## src/rtl/dmem_arb_pkg.sv

```systemverilog
`default_nettype none
// ---------------------------------------------------------------------------
// dmem_arb_pkg : shared encodings for the data-memory port arbiter
// Rev 1.0
// ---------------------------------------------------------------------------
package dmem_arb_pkg;

  typedef logic [1:0] arb_state_t;

  // Owner output reuses the state encoding directly.
  localparam arb_state_t ST_IDLE  = 2'b00;
  localparam arb_state_t ST_GNT_C = 2'b01;
  localparam arb_state_t ST_GNT_H = 2'b10;

  localparam logic REQ_C = 1'b0;
  localparam logic REQ_H = 1'b1;

endpackage
`default_nettype wire

```

## src/rtl/dmem_arbiter_if.sv

```systemverilog
`default_nettype none
// ---------------------------------------------------------------------------
// dmem_arbiter_if : core/host request ports plus the shared memory port
// Rev 1.0
// ---------------------------------------------------------------------------
interface dmem_arbiter_if #(
  parameter int AW = 32,
  parameter int DW = 32
);
  logic          c_req;
  logic          c_we;
  logic [AW-1:0] c_addr;
  logic [DW-1:0] c_wdata;
  logic          c_ack;
  logic [DW-1:0] c_rdata;
  logic          c_stall;

  logic          h_req;
  logic          h_we;
  logic [AW-1:0] h_addr;
  logic [DW-1:0] h_wdata;
  logic          h_lock;
  logic          h_ack;
  logic [DW-1:0] h_rdata;

  logic [AW-1:0] m_addr;
  logic [DW-1:0] m_wdata;
  logic          m_we;
  logic [DW-1:0] m_rdata;
  logic [1:0]    owner;

  modport slave (
    input  c_req, c_we, c_addr, c_wdata,
    input  h_req, h_we, h_addr, h_wdata, h_lock,
    input  m_rdata,
    output c_ack, c_rdata, c_stall,
    output h_ack, h_rdata,
    output m_addr, m_wdata, m_we, owner
  );

  modport master (
    output c_req, c_we, c_addr, c_wdata,
    output h_req, h_we, h_addr, h_wdata, h_lock,
    output m_rdata,
    input  c_ack, c_rdata, c_stall,
    input  h_ack, h_rdata,
    input  m_addr, m_wdata, m_we, owner
  );
endinterface
`default_nettype wire

```

## src/rtl/arb_burst_counter.sv

```systemverilog
`default_nettype none
// ---------------------------------------------------------------------------
// arb_burst_counter : saturating beat counter for the current bus owner
// Rev 1.0
// ---------------------------------------------------------------------------
module arb_burst_counter #(
  parameter int MAX_BURST = 4,
  parameter int CNT_W     = 4
) (
  input  logic clk,
  input  logic rst,
  input  logic clr,
  input  logic inc,
  output logic limit_hit
);
  localparam logic [CNT_W:0] LIMIT = (CNT_W+1)'(MAX_BURST);

  logic [CNT_W-1:0] cnt_q, cnt_d;
  logic [CNT_W:0]   cnt_ext;

  assign cnt_ext = {1'b0, cnt_q};

  // Includes the beat being acked this cycle, so the switch lands right after it.
  assign limit_hit = (cnt_ext + {{CNT_W{1'b0}}, inc}) >= LIMIT;

  always_comb begin
    cnt_d = cnt_q;
    if (clr) begin
      cnt_d = '0;
    end else if (inc && (cnt_ext < LIMIT)) begin
      cnt_d = cnt_q + CNT_W'(1);
    end
  end

  always_ff @(posedge clk) begin
    if (rst) begin
      cnt_q <= '0;
    end else begin
      cnt_q <= cnt_d;
    end
  end
endmodule
`default_nettype wire

```

## src/rtl/dmem_arbiter.sv

```systemverilog
`default_nettype none
// ---------------------------------------------------------------------------
// dmem_arbiter : round-robin core/host arbiter for the data memory port
// Rev 1.0
// ---------------------------------------------------------------------------
module dmem_arbiter
  import dmem_arb_pkg::*;
#(
  parameter int AW        = 32,
  parameter int DW        = 32,
  parameter int MAX_BURST = 4,
  parameter int CNT_W     = 4
) (
  input  logic                 clk,
  input  logic                 rst,
  dmem_arbiter_if.slave        bus
);
  arb_state_t    state_q, state_d;
  logic          last_q, last_d;
  logic          own_c, own_h;
  logic          x_req, y_req, x_we;
  logic          lock_hold, limit_hit, cnt_clr;
  logic [AW-1:0] sel_addr;
  logic [DW-1:0] sel_wdata;

  assign own_c     = (state_q == ST_GNT_C);
  assign own_h     = (state_q == ST_GNT_H);
  assign lock_hold = own_h & bus.h_lock;

  // x = current owner, y = the other requester; all zero while idle.
  always_comb begin
    x_req     = 1'b0;
    y_req     = 1'b0;
    x_we      = 1'b0;
    sel_addr  = '0;
    sel_wdata = '0;
    if (own_c) begin
      x_req     = bus.c_req;
      y_req     = bus.h_req;
      x_we      = bus.c_we;
      sel_addr  = bus.c_addr;
      sel_wdata = bus.c_wdata;
    end else if (own_h) begin
      x_req     = bus.h_req;
      y_req     = bus.c_req;
      x_we      = bus.h_we;
      sel_addr  = bus.h_addr;
      sel_wdata = bus.h_wdata;
    end
  end

  always_comb begin
    state_d = state_q;
    last_d  = last_q;
    cnt_clr = 1'b0;
    case (state_q)
      ST_IDLE: begin
        if (bus.c_req && bus.h_req) begin
          state_d = (last_q == REQ_H) ? ST_GNT_C : ST_GNT_H;
        end else if (bus.c_req) begin
          state_d = ST_GNT_C;
        end else if (bus.h_req) begin
          state_d = ST_GNT_H;
        end
      end
      ST_GNT_C, ST_GNT_H: begin
        if (!x_req || (y_req && limit_hit && !lock_hold)) begin
          cnt_clr = 1'b1;
          last_d  = own_h ? REQ_H : REQ_C;
          if (y_req) begin
            state_d = own_c ? ST_GNT_H : ST_GNT_C;
          end else begin
            state_d = ST_IDLE;
          end
        end
      end
      default: state_d = ST_IDLE;
    endcase
  end

  always_ff @(posedge clk) begin
    if (rst) begin
      state_q <= ST_IDLE;
      last_q  <= REQ_H;
    end else begin
      state_q <= state_d;
      last_q  <= last_d;
    end
  end

  arb_burst_counter #(
    .MAX_BURST (MAX_BURST),
    .CNT_W     (CNT_W)
  ) u_burst_counter (
    .clk       (clk),
    .rst       (rst),
    .clr       (cnt_clr),
    .inc       (x_req),
    .limit_hit (limit_hit)
  );

  assign bus.c_ack   = own_c & bus.c_req;
  assign bus.h_ack   = own_h & bus.h_req;
  assign bus.c_rdata = bus.c_ack ? bus.m_rdata : '0;
  assign bus.h_rdata = bus.h_ack ? bus.m_rdata : '0;
  assign bus.c_stall = bus.c_req & ~bus.c_ack;
  assign bus.m_addr  = sel_addr;
  assign bus.m_wdata = sel_wdata;
  // Reset kills any write strobe in the same cycle.
  assign bus.m_we    = x_we & x_req & ~rst;
  assign bus.owner   = state_q;
endmodule
`default_nettype wire

```

## src/flat_wrapper.sv

```systemverilog
// flat-port wrapper written by rule: the top's interface ports become plain ports
module dmem_arbiter_flat import dmem_arb_pkg::*;
#(
  parameter int AW        = 32,
  parameter int DW        = 32,
  parameter int MAX_BURST = 4,
  parameter int CNT_W     = 4
)
  (clk, rst, bus_c_req, bus_c_we, bus_c_addr, bus_c_wdata, bus_h_req, bus_h_we, bus_h_addr, bus_h_wdata, bus_h_lock, bus_m_rdata, bus_c_ack, bus_c_rdata, bus_c_stall, bus_h_ack, bus_h_rdata, bus_m_addr, bus_m_wdata, bus_m_we, bus_owner);
  dmem_arbiter_if #(.AW(AW), .DW(DW)) bus_i ();
  input  logic clk;
  input  logic rst;
  input wire logic [$bits(bus_i.c_req)-1:0] bus_c_req;
  input wire logic [$bits(bus_i.c_we)-1:0] bus_c_we;
  input wire logic [$bits(bus_i.c_addr)-1:0] bus_c_addr;
  input wire logic [$bits(bus_i.c_wdata)-1:0] bus_c_wdata;
  input wire logic [$bits(bus_i.h_req)-1:0] bus_h_req;
  input wire logic [$bits(bus_i.h_we)-1:0] bus_h_we;
  input wire logic [$bits(bus_i.h_addr)-1:0] bus_h_addr;
  input wire logic [$bits(bus_i.h_wdata)-1:0] bus_h_wdata;
  input wire logic [$bits(bus_i.h_lock)-1:0] bus_h_lock;
  input wire logic [$bits(bus_i.m_rdata)-1:0] bus_m_rdata;
  output wire logic [$bits(bus_i.c_ack)-1:0] bus_c_ack;
  output wire logic [$bits(bus_i.c_rdata)-1:0] bus_c_rdata;
  output wire logic [$bits(bus_i.c_stall)-1:0] bus_c_stall;
  output wire logic [$bits(bus_i.h_ack)-1:0] bus_h_ack;
  output wire logic [$bits(bus_i.h_rdata)-1:0] bus_h_rdata;
  output wire logic [$bits(bus_i.m_addr)-1:0] bus_m_addr;
  output wire logic [$bits(bus_i.m_wdata)-1:0] bus_m_wdata;
  output wire logic [$bits(bus_i.m_we)-1:0] bus_m_we;
  output wire logic [$bits(bus_i.owner)-1:0] bus_owner;
  assign bus_i.c_req = bus_c_req;
  assign bus_i.c_we = bus_c_we;
  assign bus_i.c_addr = bus_c_addr;
  assign bus_i.c_wdata = bus_c_wdata;
  assign bus_i.h_req = bus_h_req;
  assign bus_i.h_we = bus_h_we;
  assign bus_i.h_addr = bus_h_addr;
  assign bus_i.h_wdata = bus_h_wdata;
  assign bus_i.h_lock = bus_h_lock;
  assign bus_i.m_rdata = bus_m_rdata;
  assign bus_c_ack = bus_i.c_ack;
  assign bus_c_rdata = bus_i.c_rdata;
  assign bus_c_stall = bus_i.c_stall;
  assign bus_h_ack = bus_i.h_ack;
  assign bus_h_rdata = bus_i.h_rdata;
  assign bus_m_addr = bus_i.m_addr;
  assign bus_m_wdata = bus_i.m_wdata;
  assign bus_m_we = bus_i.m_we;
  assign bus_owner = bus_i.owner;
  dmem_arbiter #(.AW(AW), .DW(DW), .MAX_BURST(MAX_BURST), .CNT_W(CNT_W)) u_core (.clk(clk), .rst(rst), .bus(bus_i));
endmodule
```

## config.mk

```make
export PLATFORM = sky130hd
export DESIGN_NAME = dmem_arbiter_flat
export DESIGN_NICKNAME = d
export VERILOG_FILES = /design/src/rtl/dmem_arb_pkg.sv /design/src/rtl/dmem_arbiter_if.sv /design/src/rtl/arb_burst_counter.sv /design/src/rtl/dmem_arbiter.sv /design/src/flat_wrapper.sv
export SDC_FILE = /design/constraint.sdc
export NUM_CORES = 1
export LEC_CHECK = 0
export ABC_AREA = 1
export CAP_MARGIN = 20
export CORE_AREA = 2 2 117 119
export CTS_CLUSTER_SIZE = 10
export DETAILED_ROUTE_END_ITERATION = 16
export DIE_AREA = 0 0 119 121
export HOLD_SLACK_MARGIN = 0.1
export SYNTH_ARGS = -nofsm -noshare
export SYNTH_HDL_FRONTEND = slang
export SYNTH_HIERARCHICAL = 1
export SYNTH_SLANG_ARGS = --single-unit
```

## constraint.sdc

```tcl
create_clock -name clk -period 2.4 [get_ports clk]
set_clock_uncertainty 0.2 [all_clocks]
set_input_delay 0.24 -clock clk [delete_from_list [all_inputs] [get_ports clk]]
set_output_delay 0.24 -clock clk [all_outputs]
set_load 0.01 [all_outputs]
```

==> results.py <==
metrics = {
    "synth": {
        "yosysTopAreaCell": "a22o_1",
        "ys_seq_area_share_pct": 8.682,
        "synth-seq-cells": 7,
        "synth_common_cells": "71 x nor2_1, 64 x a22o_1, 45 x inv_1, 22 x nand2_1, 8 x nand3_1",
        "syn-cell-area_um2": 1614,
        "netlist_top_cells_area": "a22o_1 35%, nor2_1 17%, inv_1 10%, dfxtp_1 8.7%, ha_1 5.4%",
        "synthArstFlopShare_pct": 0,
        "synth.most_common_cell": "nor2_1",
        "synth_nets": 438,
        "synth_top_area_share_pct": 34.73,
        "yosysUniqueCellTypes": 25,
        "synthCells": 264,
        "synth_edf_count": 0,
        "synth-main-ff-cell": "dfxtp_1",
        "ys.warnings.count": 6,
        "syn_avg_cell_area_um2": 6.114,
    },
    "sta": {
        "fin_crit_ps": 2305,
        "finalCritPeriodShare_pct": 96.05,
        "setup_violations": 0,
        "slew_headroom_pct": 76.34,
        "fmax_mhz": 433.8,
        "hold_ws_ps": 275.0,
        "finalHoldViolations": 0,
        "finalMaxSlewViolations": 0,
        "timing.setup.tns_ps": 0,
        "tightest_slew_ps": 354.9,
    },
    "routing": {
        "wl_um": 12360,
        "drtIter0Drc": 116,
        "vias": 3141,
        "avgViaCountPerCell": 4.160,
        "wl_per_cell_um": 16.37,
        "ant_nets": 0,
        "route.detailed.drc": 0,
        "firstDrtPassIters": 4,
    },
    "cells_and_area": {
        "instances_no_fill": 755,
        "antenna_cells": 0,
        "fin_util_pct": 39.07,
        "finalNetCount": 754,
        "synthToLayoutAreaGrowth_pct": 216.7,
        "fin_area_um2": 5112,
        "fillers": 1343,
        "drive_gt1_share_pct": 12.95,
    },
    "critical_path": {
        "slowest_delay_ps": 370,
        "crit_chain": "inv_4 -> ha_4 -> nand2_4 -> o21ai_4 -> ha_4 -> ha_4 -> nand3_1 -> o21ai_1 -> nand2_1 -> a21boi_1 -> nand2_1 -> nand2_1 -> nand2_2 -> inv_2 -> nor2_4 -> nand2_1 -> nor2_1",
        "start_kind": "flip-flop",
        "crit_required_ps": 2360,
        "cp-end-kind": "flip-flop",
        "cp_common_cell": "nand2_1",
        "crit_arrival_ps": 2260,
        "critPathMaxFanout": 5,
        "criticalPathCategory": "reg -> reg",
        "slowest_stage": "dfxtp_4",
    },
    "placed_design": {
        "io_buffers": 300,
        "gp_congestion": 0.8592,
        "place_area_um2": 4896,
        "placed_cells": 734,
        "dp_hpwl_um": 9923,
    },
    "pwr": {
        "comb_power_share_pct": 86.7,
        "p_int_uw": 2147,
        "leakage_uw": 0.002430,
        "peakVddDrop_uv": 595.5,
        "p_clk_share_pct": 7.5,
        "p_per_area_nw_per_um2": 741.1,
        "seqPwrFrac_pct": 5.8,
        "switching_share_pct": 43.32,
        "p_switching_uw": 1641,
    },
    "clocking": {
        "cts_made_buffers": 3,
        "clkLatencyLatePin_ps": 230,
        "clk_pin_slew_ps": 40,
        "h-tree-depth": 1,
        "ctsHoldBuffers": 0,
        "cts_buffer_depth": 2,
        "cts.sinks": 7,
        "cts-root-buf": "clkbuf_16",
        "cts_tree": "done",
    },
    "floorplan": {
        "coreArea_um2": 13090,
        "rows": 42,
        "die_x_um": 119,
        "boundaryPins": 301,
        "initial_core_util_pct": 12.34,
        "die_area_um2": 14400,
        "die-height_um": 121,
    },
    "outcome": {
        "status": "finished clean",
    },
    "grt": {
        "overflow": 0,
        "grt_first_pass_wirelength_um": 16620,
        "first_global_vias": 2957,
        "antenna_found_initial": 0,
        "grt_max_degree": 34,
        "grt_use_total_pct": 14.55,
    },
    "min_path": {
        "holdCritPathClass": "reg -> reg",
    },
    "run": {
        "maxCapViolCount": 0,
    },
}
-- flip-flops by register name (all words and copies together), names as in the netlist --
signal / cells
u_core/last_q: 1
u_core/bus.owner: 2
u_core/u_burst_counter/cnt_q: 4
-- layout make-up --
cell class | count | area, um2 | share of cell area [%]
Sequential cell | 7 | 147.6 | 2.888
Timing Repair Buffer | 332 | 3248 | 63.53
Clock buffer | 4 | 78.83 | 1.542
Multi-Input combinational cell | 189 | 1231 | 24.08
Tap cell | 176 | 220.2 | 4.307
Inverter | 47 | 186.4 | 3.647
-- power groups by stage --
stage / sequential [uW] / clock (uW) / combinational (uW)
after floorplan: 199 / 0 / 1440
after global placement: 202 / 0 / 3210
after CTS: 208 / 285 / 3110
after global routing: 227 / 294 / 3510
after detailed placement: 203 / 0 / 3230
final: 219 / 283 / 3290
-- cells by family (layout without fill, tap and decap cells) --
kind of cell / count (synthesis) / count (layout) / share of synthesized area, %
buffers and inverters: 68 / 383 / 19.07
AND/OR/NAND/NOR: 109 / 109 / 28.06
flip-flops: 7 / 7 / 8.682
adder cells (fa/ha/maj): 7 / 7 / 5.426
AO/OA/AOI/OAI: 73 / 73 / 38.76
-- metrics by stage --
step | setup slack [ps] | power [uW]
2_1_floorplan | -7.526 | 1641
3_3_place_gp | -67.58 | 3407
3_5_place_dp | -106.3 | 3429
4_1_cts | -21.51 | 3599
5_1_grt | -45.61 | 4035
6_report | 94.84 | 3789
-- critical path: cells and delay by family, from the launching register on --
kind / cells / cell delay [ps]
compound gates: 3 / 350
fa+ha+maj: 3 / 450
buf+inv: 2 / 110
flops: 1 / 370
simple gates: 9 / 740
-- routing by layer --
metal,up-vias,track usage [%],routed length (um)
met4,0,2.009,163
met3,14,4.276,1049
met2,164,27.16,6491
met1,1448,16.70,4656
li1,1515,-,-
met5,-,0,0
-- timing repair --
| item | 4_1_cts | 5_1_grt |
|---|---|---|
| endpoints found under the setup margin | 99 | 36 |
| gates resized for setup | 79 | 45 |
| cloned | 1 | 3 |
| pin swaps | 0 | 6 |
| buffers inserted | 6 | 7 |
-- layout by cell type (no fill, tap or decap), types with 5 or more instances in the layout --
cell type,count
dfxtp_1,5
buf_12,5
buf_4,22
nor2_1,71
clkbuf_16,6
clkbuf_2,18
dlygate4sd2_1,43
nand2_1,20
nand3_1,8
clkdlybuf4s50_1,235
a22o_1,64
inv_1,41
-- final timing paths --
check | start | to | slack (ps) | cells past startpoint
max | u_core/bus.owner[0]$_SDFFE_PP0P_ | u_core/u_burst_counter/cnt_q[0]$_SDFFE_PP0P_ | 90 | 17
min | u_core/last_q$_SDFFE_PP1P_ | u_core/last_q$_SDFFE_PP1P_ | 270 | 2
max reg2reg | u_core/bus.owner[0]$_SDFFE_PP0P_ | u_core/u_burst_counter/cnt_q[0]$_SDFFE_PP0P_ | 90 | 17
min reg2reg | u_core/last_q$_SDFFE_PP1P_ | u_core/last_q$_SDFFE_PP1P_ | 270 | 2
Note: power is estimated with default switching activity, not from simulation.
